**src/rtl/cfg_xbar_pkg.sv**
```systemverilog
// Shared types and size helpers for the scan-loaded LUT-tile input crossbar.
package cfg_xbar_pkg;

  typedef enum logic [1:0] {StEmpty, StLoad, StFull} cfg_state_t;

  function automatic int unsigned cfg_clog2(input int unsigned n);
    return $clog2(n);
  endfunction

  function automatic int unsigned cfg_bits(input int unsigned n_out, input int unsigned sel_w);
    return n_out * sel_w;
  endfunction

endpackage

```
**src/rtl/cfg_xbar_mux.sv**
```systemverilog
// Single N_IN:1 select; selects at or beyond N_IN read as zero.
module cfg_xbar_mux #(
  parameter int unsigned N_IN  = 31,
  parameter int unsigned SEL_W = 5
) (
  input  logic [N_IN-1:0]  data_i,
  input  logic [SEL_W-1:0] sel_i,
  output logic             data_o
);

  always_comb begin
    data_o = 1'b0;
    for (int unsigned i = 0; i < N_IN; i++) begin
      if (sel_i == SEL_W'(i)) data_o = data_i[i];
    end
  end

endmodule

```
**src/rtl/cfg_xbar_sc.sv**
```systemverilog
// Crossbar whose select fields are scan-loaded into a shadow chain and committed atomically.
// Define CFG_XBAR_READBACK_EN to expose the chain tail on cfg_shift_out.
module cfg_xbar_sc
  import cfg_xbar_pkg::*;
#(
  parameter int unsigned N_IN    = 31,
  parameter int unsigned N_OUT   = 42,
  parameter int unsigned SEL_W   = cfg_clog2(N_IN),
  parameter int unsigned REG_OUT = 0
) (
  input  logic             clk,
  input  logic             reset,
  input  logic [N_IN-1:0]  io_xbar_in,
  output logic [N_OUT-1:0] io_xbar_out,
  input  logic             cfg_shift_en,
  input  logic             cfg_shift_in,
  input  logic             cfg_commit,
  output logic             cfg_full,
  output logic             cfg_valid,
  output logic             cfg_err
`ifdef CFG_XBAR_READBACK_EN
  ,
  output logic             cfg_shift_out
`endif
);

  localparam int unsigned     CfgBits = cfg_bits(N_OUT, SEL_W);
  localparam int unsigned     CntW    = cfg_clog2(CfgBits + 1);
  localparam logic [CntW-1:0] CntMax  = CntW'(CfgBits);

  logic [CfgBits-1:0] shadow_q, shadow_d;
  logic [CfgBits-1:0] active_q, active_d;
  logic [CntW-1:0]    cnt_q, cnt_d;
  cfg_state_t         state_q, state_d;
  logic               valid_q, valid_d;
  logic               err_q, err_d;
  logic               commit_ok, commit_rej;

  // State register
  always_ff @(posedge clk) begin
    if (!reset) begin
      shadow_q <= '0;
      active_q <= '0;
      cnt_q    <= '0;
      state_q  <= StEmpty;
      valid_q  <= 1'b0;
      err_q    <= 1'b0;
    end else begin
      shadow_q <= shadow_d;
      active_q <= active_d;
      cnt_q    <= cnt_d;
      state_q  <= state_d;
      valid_q  <= valid_d;
      err_q    <= err_d;
    end
  end

  // Next-state logic
  always_comb begin
    state_d = state_q;
    unique case (state_q)
      StEmpty: if (cfg_shift_en) state_d = (CfgBits == 1) ? StFull : StLoad;
      StLoad:  if (cfg_shift_en && (cnt_q == CntMax - 1'b1)) state_d = StFull;
      StFull:  if (commit_ok) state_d = StEmpty;
      default: state_d = StEmpty;
    endcase
  end

  // FSM outputs
  always_comb begin
    cfg_full   = (state_q == StFull);
    commit_ok  = cfg_commit && (state_q == StFull) && !cfg_shift_en;
    commit_rej = cfg_commit && !commit_ok;
  end

  // Scan chain, bit counter and active config; a rejected commit still lets the shift happen.
  always_comb begin
    shadow_d = shadow_q;
    active_d = active_q;
    cnt_d    = cnt_q;
    valid_d  = valid_q;
    err_d    = err_q | commit_rej;
    if (cfg_shift_en) begin
      shadow_d = {cfg_shift_in, shadow_q[CfgBits-1:1]};
      if (cnt_q != CntMax) cnt_d = cnt_q + 1'b1;
    end
    if (commit_ok) begin
      active_d = shadow_q;
      cnt_d    = '0;
      valid_d  = 1'b1;
    end
  end

  assign cfg_valid = valid_q;
  assign cfg_err   = err_q;

  logic [N_OUT-1:0] mux_out;
  logic [N_OUT-1:0] xbar_d;

  for (genvar j = 0; j < N_OUT; j++) begin : g_mux
    cfg_xbar_mux #(
      .N_IN (N_IN),
      .SEL_W(SEL_W)
    ) u_mux (
      .data_i(io_xbar_in),
      .sel_i (active_q[j*SEL_W +: SEL_W]),
      .data_o(mux_out[j])
    );
  end

  // Nothing is routed until a config has actually been committed.
  assign xbar_d = valid_q ? mux_out : '0;

  if (REG_OUT != 0) begin : g_reg_out
    logic [N_OUT-1:0] out_q;
    always_ff @(posedge clk) begin
      if (!reset) out_q <= '0;
      else        out_q <= xbar_d;
    end
    assign io_xbar_out = out_q;
  end else begin : g_comb_out
    assign io_xbar_out = xbar_d;
  end

`ifdef CFG_XBAR_READBACK_EN
  assign cfg_shift_out = shadow_q[0];
`endif

endmodule

```
**config.mk**
```make
export PLATFORM = sky130hd
export DESIGN_NAME = cfg_xbar_sc
export DESIGN_NICKNAME = d
export VERILOG_FILES = /design/src/rtl/cfg_xbar_pkg.sv /design/src/rtl/cfg_xbar_mux.sv /design/src/rtl/cfg_xbar_sc.sv
export SDC_FILE = /design/constraint.sdc
export NUM_CORES = 2
export LEC_CHECK = 0
export CAP_MARGIN = 10
export CORE_UTILIZATION = 49
export CTS_CLUSTER_DIAMETER = 30
export DETAILED_ROUTE_END_ITERATION = 10
export GPL_TIMING_DRIVEN = 1
export PLACE_DENSITY = 0.65
export SYNTH_ARGS = -nofsm -noshare
export SYNTH_HDL_FRONTEND = slang
export SYNTH_SLANG_ARGS = --single-unit
```
**constraint.sdc**
```tcl
create_clock -name clk -period 3 [get_ports clk]
set_input_delay 0.6 -clock clk [delete_from_list [all_inputs] [get_ports clk]]
set_output_delay 0.6 -clock clk [all_outputs]
set_load 0.01 [all_outputs]
```
==> results_dict.tcl <==
set metrics [dict create \
    hold_class "primary input to register" \
    combPwrFrac_pct 10.1 \
    cts_made_buffers 104 \
    postSynthAreaPerCell_um2 7.244 \
    layout-drive-gt1-share_pct 31.40 \
    slowest_stage "a2111oi_2" \
    endpoint_kind "primary output" \
    fp-row-count 98 \
    seqPwrFrac_pct 28.8 \
    crit_path_max_fanout 6 \
    synth_largest_area_cell "dfxtp_1" \
    power_mw 19.80 \
    io_buffer_count 80 \
    clockPowerShare_pct 61.2 \
    initial_core_util_pct 49.53 \
    grt_pass1_wl_um 229000 \
    coreArea_um2 71490 \
    internal_power_mw 14.81 \
    synth_area_um2 35410 \
    ys_warn_count 0 \
    hold_viol 0 \
    ys_seq_area_share_pct 24.43 \
    power_leakage_nw 18.02 \
    worstPathArrival_ns 2.75 \
    ant_nets 0 \
    vias_per_cell 6.342 \
    status "complete, but fails checks" \
    ys_ff_latch 432 \
    finClkSkew_ns 0.02911 \
    cap_violations 0 \
    path_buf_inv 2 \
    clock_path_buffers 3 \
    power.density_nw_per_um2 402.8 \
    clock_latency_ns 0.68 \
    tritoncts "built" \
    die_w_um 270.8 \
    timing.fmax_mhz 298.4 \
    finalCritPeriodShare_pct 111.7 \
    grt_pass1_vias 38220 \
    power.switching_mw 4.987 \
    final-instance-count-excl-fill 6489 \
    drt_iter0_drc 4963 \
    clkTransAtPathRegs_ns 0.05 \
    wirelength_um 151600 \
    worstPathRequired_ns 2.40 \
    hpwl_um 106000 \
    cp_cell_sequence "mux4_2 -> mux2i_1 -> or2_0 -> a311oi_1 -> o21ai_1 -> a2111oi_2 -> buf_4 -> buf_6" \
    worst_slack_ns -0.3517 \
    yosysUniqueCellTypes 94 \
    gp_congestion 1.012 \
    route.detailed.drc 0 \
    drt-pass1-iter-count 9 \
    rsz0062_at_grt "true" \
    hold_ws_ns 0.3054 \
    area_delta_synth_final_pct 38.79 \
    setup_violations 32 \
    overflow 0 \
    slew_violations 0 \
    vias 41150 \
    syn_inst 4888 \
    final_cell_mix "buf_4 (778), nand2_1 (702), mux2i_1 (341)" \
    worstMarginPinSlew_ns 0.8614 \
    period_minus_slack_ns 3.352 \
    fin_nets 5488 \
    path_delay_family "compound AO/OA/AOI/OAI gates" \
    die_area_um2 73340 \
    critPathLaunchType "register" \
    path_class "register to primary output" \
    antenna_found_initial 6 \
    async_flop_share_pct 0 \
    relSlewSlack_pct 42.57 \
    syn-num-nets 4927 \
    clockRootBuffer "clkbuf_16" \
    ir_worst_vdd_uv 547.5 \
    yosys-top-cells-area "dfxtp_1 (24%), mux2i_1 (9.7%), nand2_1 (7.5%)" \
    place_inst 6204 \
    synth-edff-count 0 \
    violations "setup timing" \
    dieHeight_um 270.8 \
    clock-sinks 432 \
    switching_share_pct 25.19 \
    yosys.area.top_type_share_pct 24.43 \
    grt_use_total_pct 39.63 \
    grt_max_degree 117 \
    rrSetupSlack_ns 1.13 \
    io_pins 81 \
    cts_max_level 3 \
    cp_slowest_stage_delay_ns 0.39 \
    wl_per_cell_um 23.36 \
    synth-main-ff-cell "dfxtp_1" \
    final_common_cell "buf_4" \
]
-- cell usage after synthesis, drive strengths merged (66+ instances only) --
cell,instances
o22ai,68
dfxtp,432
buf,209
nor3,94
a21oi,272
clkbuf,364
mux2i,343
inv,113
nand2b,92
nor2,257
a21boi,226
nand3,83
nand2,710
nor2b,311
a31oi,66
o21ai,354
a211oi,68
-- through the flow --
stage / setup WS [ns] / utilization (%) / instance area (um^2) / setup TNS [ns]
after floorplan: 0.2596 / - / 35410 / 0
after global placement: -0.7820 / 59.10 / 42250 / -22.04
after detailed placement: -0.7233 / 59.10 / 42250 / -21.86
after CTS: -0.3437 / 67.18 / 48030 / -3.804
after global routing: -0.4442 / 68.74 / 49140 / -6.280
final: -0.3517 / 68.74 / 49140 / -3.358
-- logic make-up (layout without fill, tap and decap cells) --
| kind of cell | count (synthesis) | after routing | share of synthesized area (%) |
|---|---|---|---|
| adder cells (fa/ha/maj) | 3 | 3 | 0.1060 |
| flip-flops | 432 | 432 | 24.43 |
| multiplexers | 398 | 398 | 12.75 |
| AND/OR/NAND/NOR | 1796 | 1796 | 24.96 |
| buffers and inverters | 692 | 1342 | 7.955 |
| AO/OA/AOI/OAI | 1560 | 1560 | 29.63 |
| XOR/XNOR | 7 | 7 | 0.1732 |
| other | 0 | 1 | 0 |
-- sequential cells by signal, indices dropped and copies added, names as in the netlist --
name,cells
active_q,210
cfg_err,1
cfg_valid,1
shadow_q,210
state_q,2
cnt_q,8
-- power by group through the flow --
stage | registers, mW | logic [mW] | clock network [mW]
finish | 5.69 | 1.99 | 12.1
global route | 5.69 | 2.01 | 12.5
CTS | 5.71 | 1.88 | 12.2
detailed placement | 5.88 | 1.83 | 0
global placement | 5.88 | 1.83 | 0
floorplan | 5.88 | 0.785 | 0
-- worst paths after layout --
path / start / to / depth (start not counted)
setup / recovery: active_q[0]$_SDFFE_PN0P_ / io_xbar_out[0] / 8
setup reg to reg: state_q[1]$_SDFFE_PN0P_ / active_q[72]$_SDFFE_PN0P_ / 6
hold / removal: cfg_shift_en / shadow_q[209]$_SDFFE_PN0P_ / 3
hold reg to reg: state_q[1]$_SDFFE_PN0P_ / state_q[0]$_SDFFE_PN0P_ / 1
-- worst reg2reg max path: cells and delay by family (launching register included) --
kind | cells | cell delay [ns]
AO/OA/AOI/OAI | 1 | 0.18
buffers and inverters | 2 | 0.65
flip-flops | 1 | 0.33
AND/OR/NAND/NOR | 3 | 0.61
-- area by class of cell --
type	count	area, um^2
timing repair buffer	1028	9026
multi-input combinational	3764	25600
antenna	1	2.502
clock buffer	130	2904
sequential	432	9037
clock inverter	65	903.4
tap	950	1189
fill	5980	22350
inverter	119	481.7
-- metal layers --
metal  track usage (%)  vias up  share of wire (%)  wire (um)
li1                  -    18900                  -          -
met1             52.96    19400                 41      62570
met2             59.64     2259                 42      64060
met3             8.148      589                 10      15500
met4             21.14        2                6.2       9463
met5                 0        -             0.0079         12
-- timing repair --
item                       4_1_cts  5_1_grt
pin swaps                      187      124
gates cloned                     5        0
setup buffers                   63       29
hold buffers                     0        0
gates resized for setup        702      269
setup endpoints to repair       42       42
No activity file was read; power rests on OpenSTA's default activity.
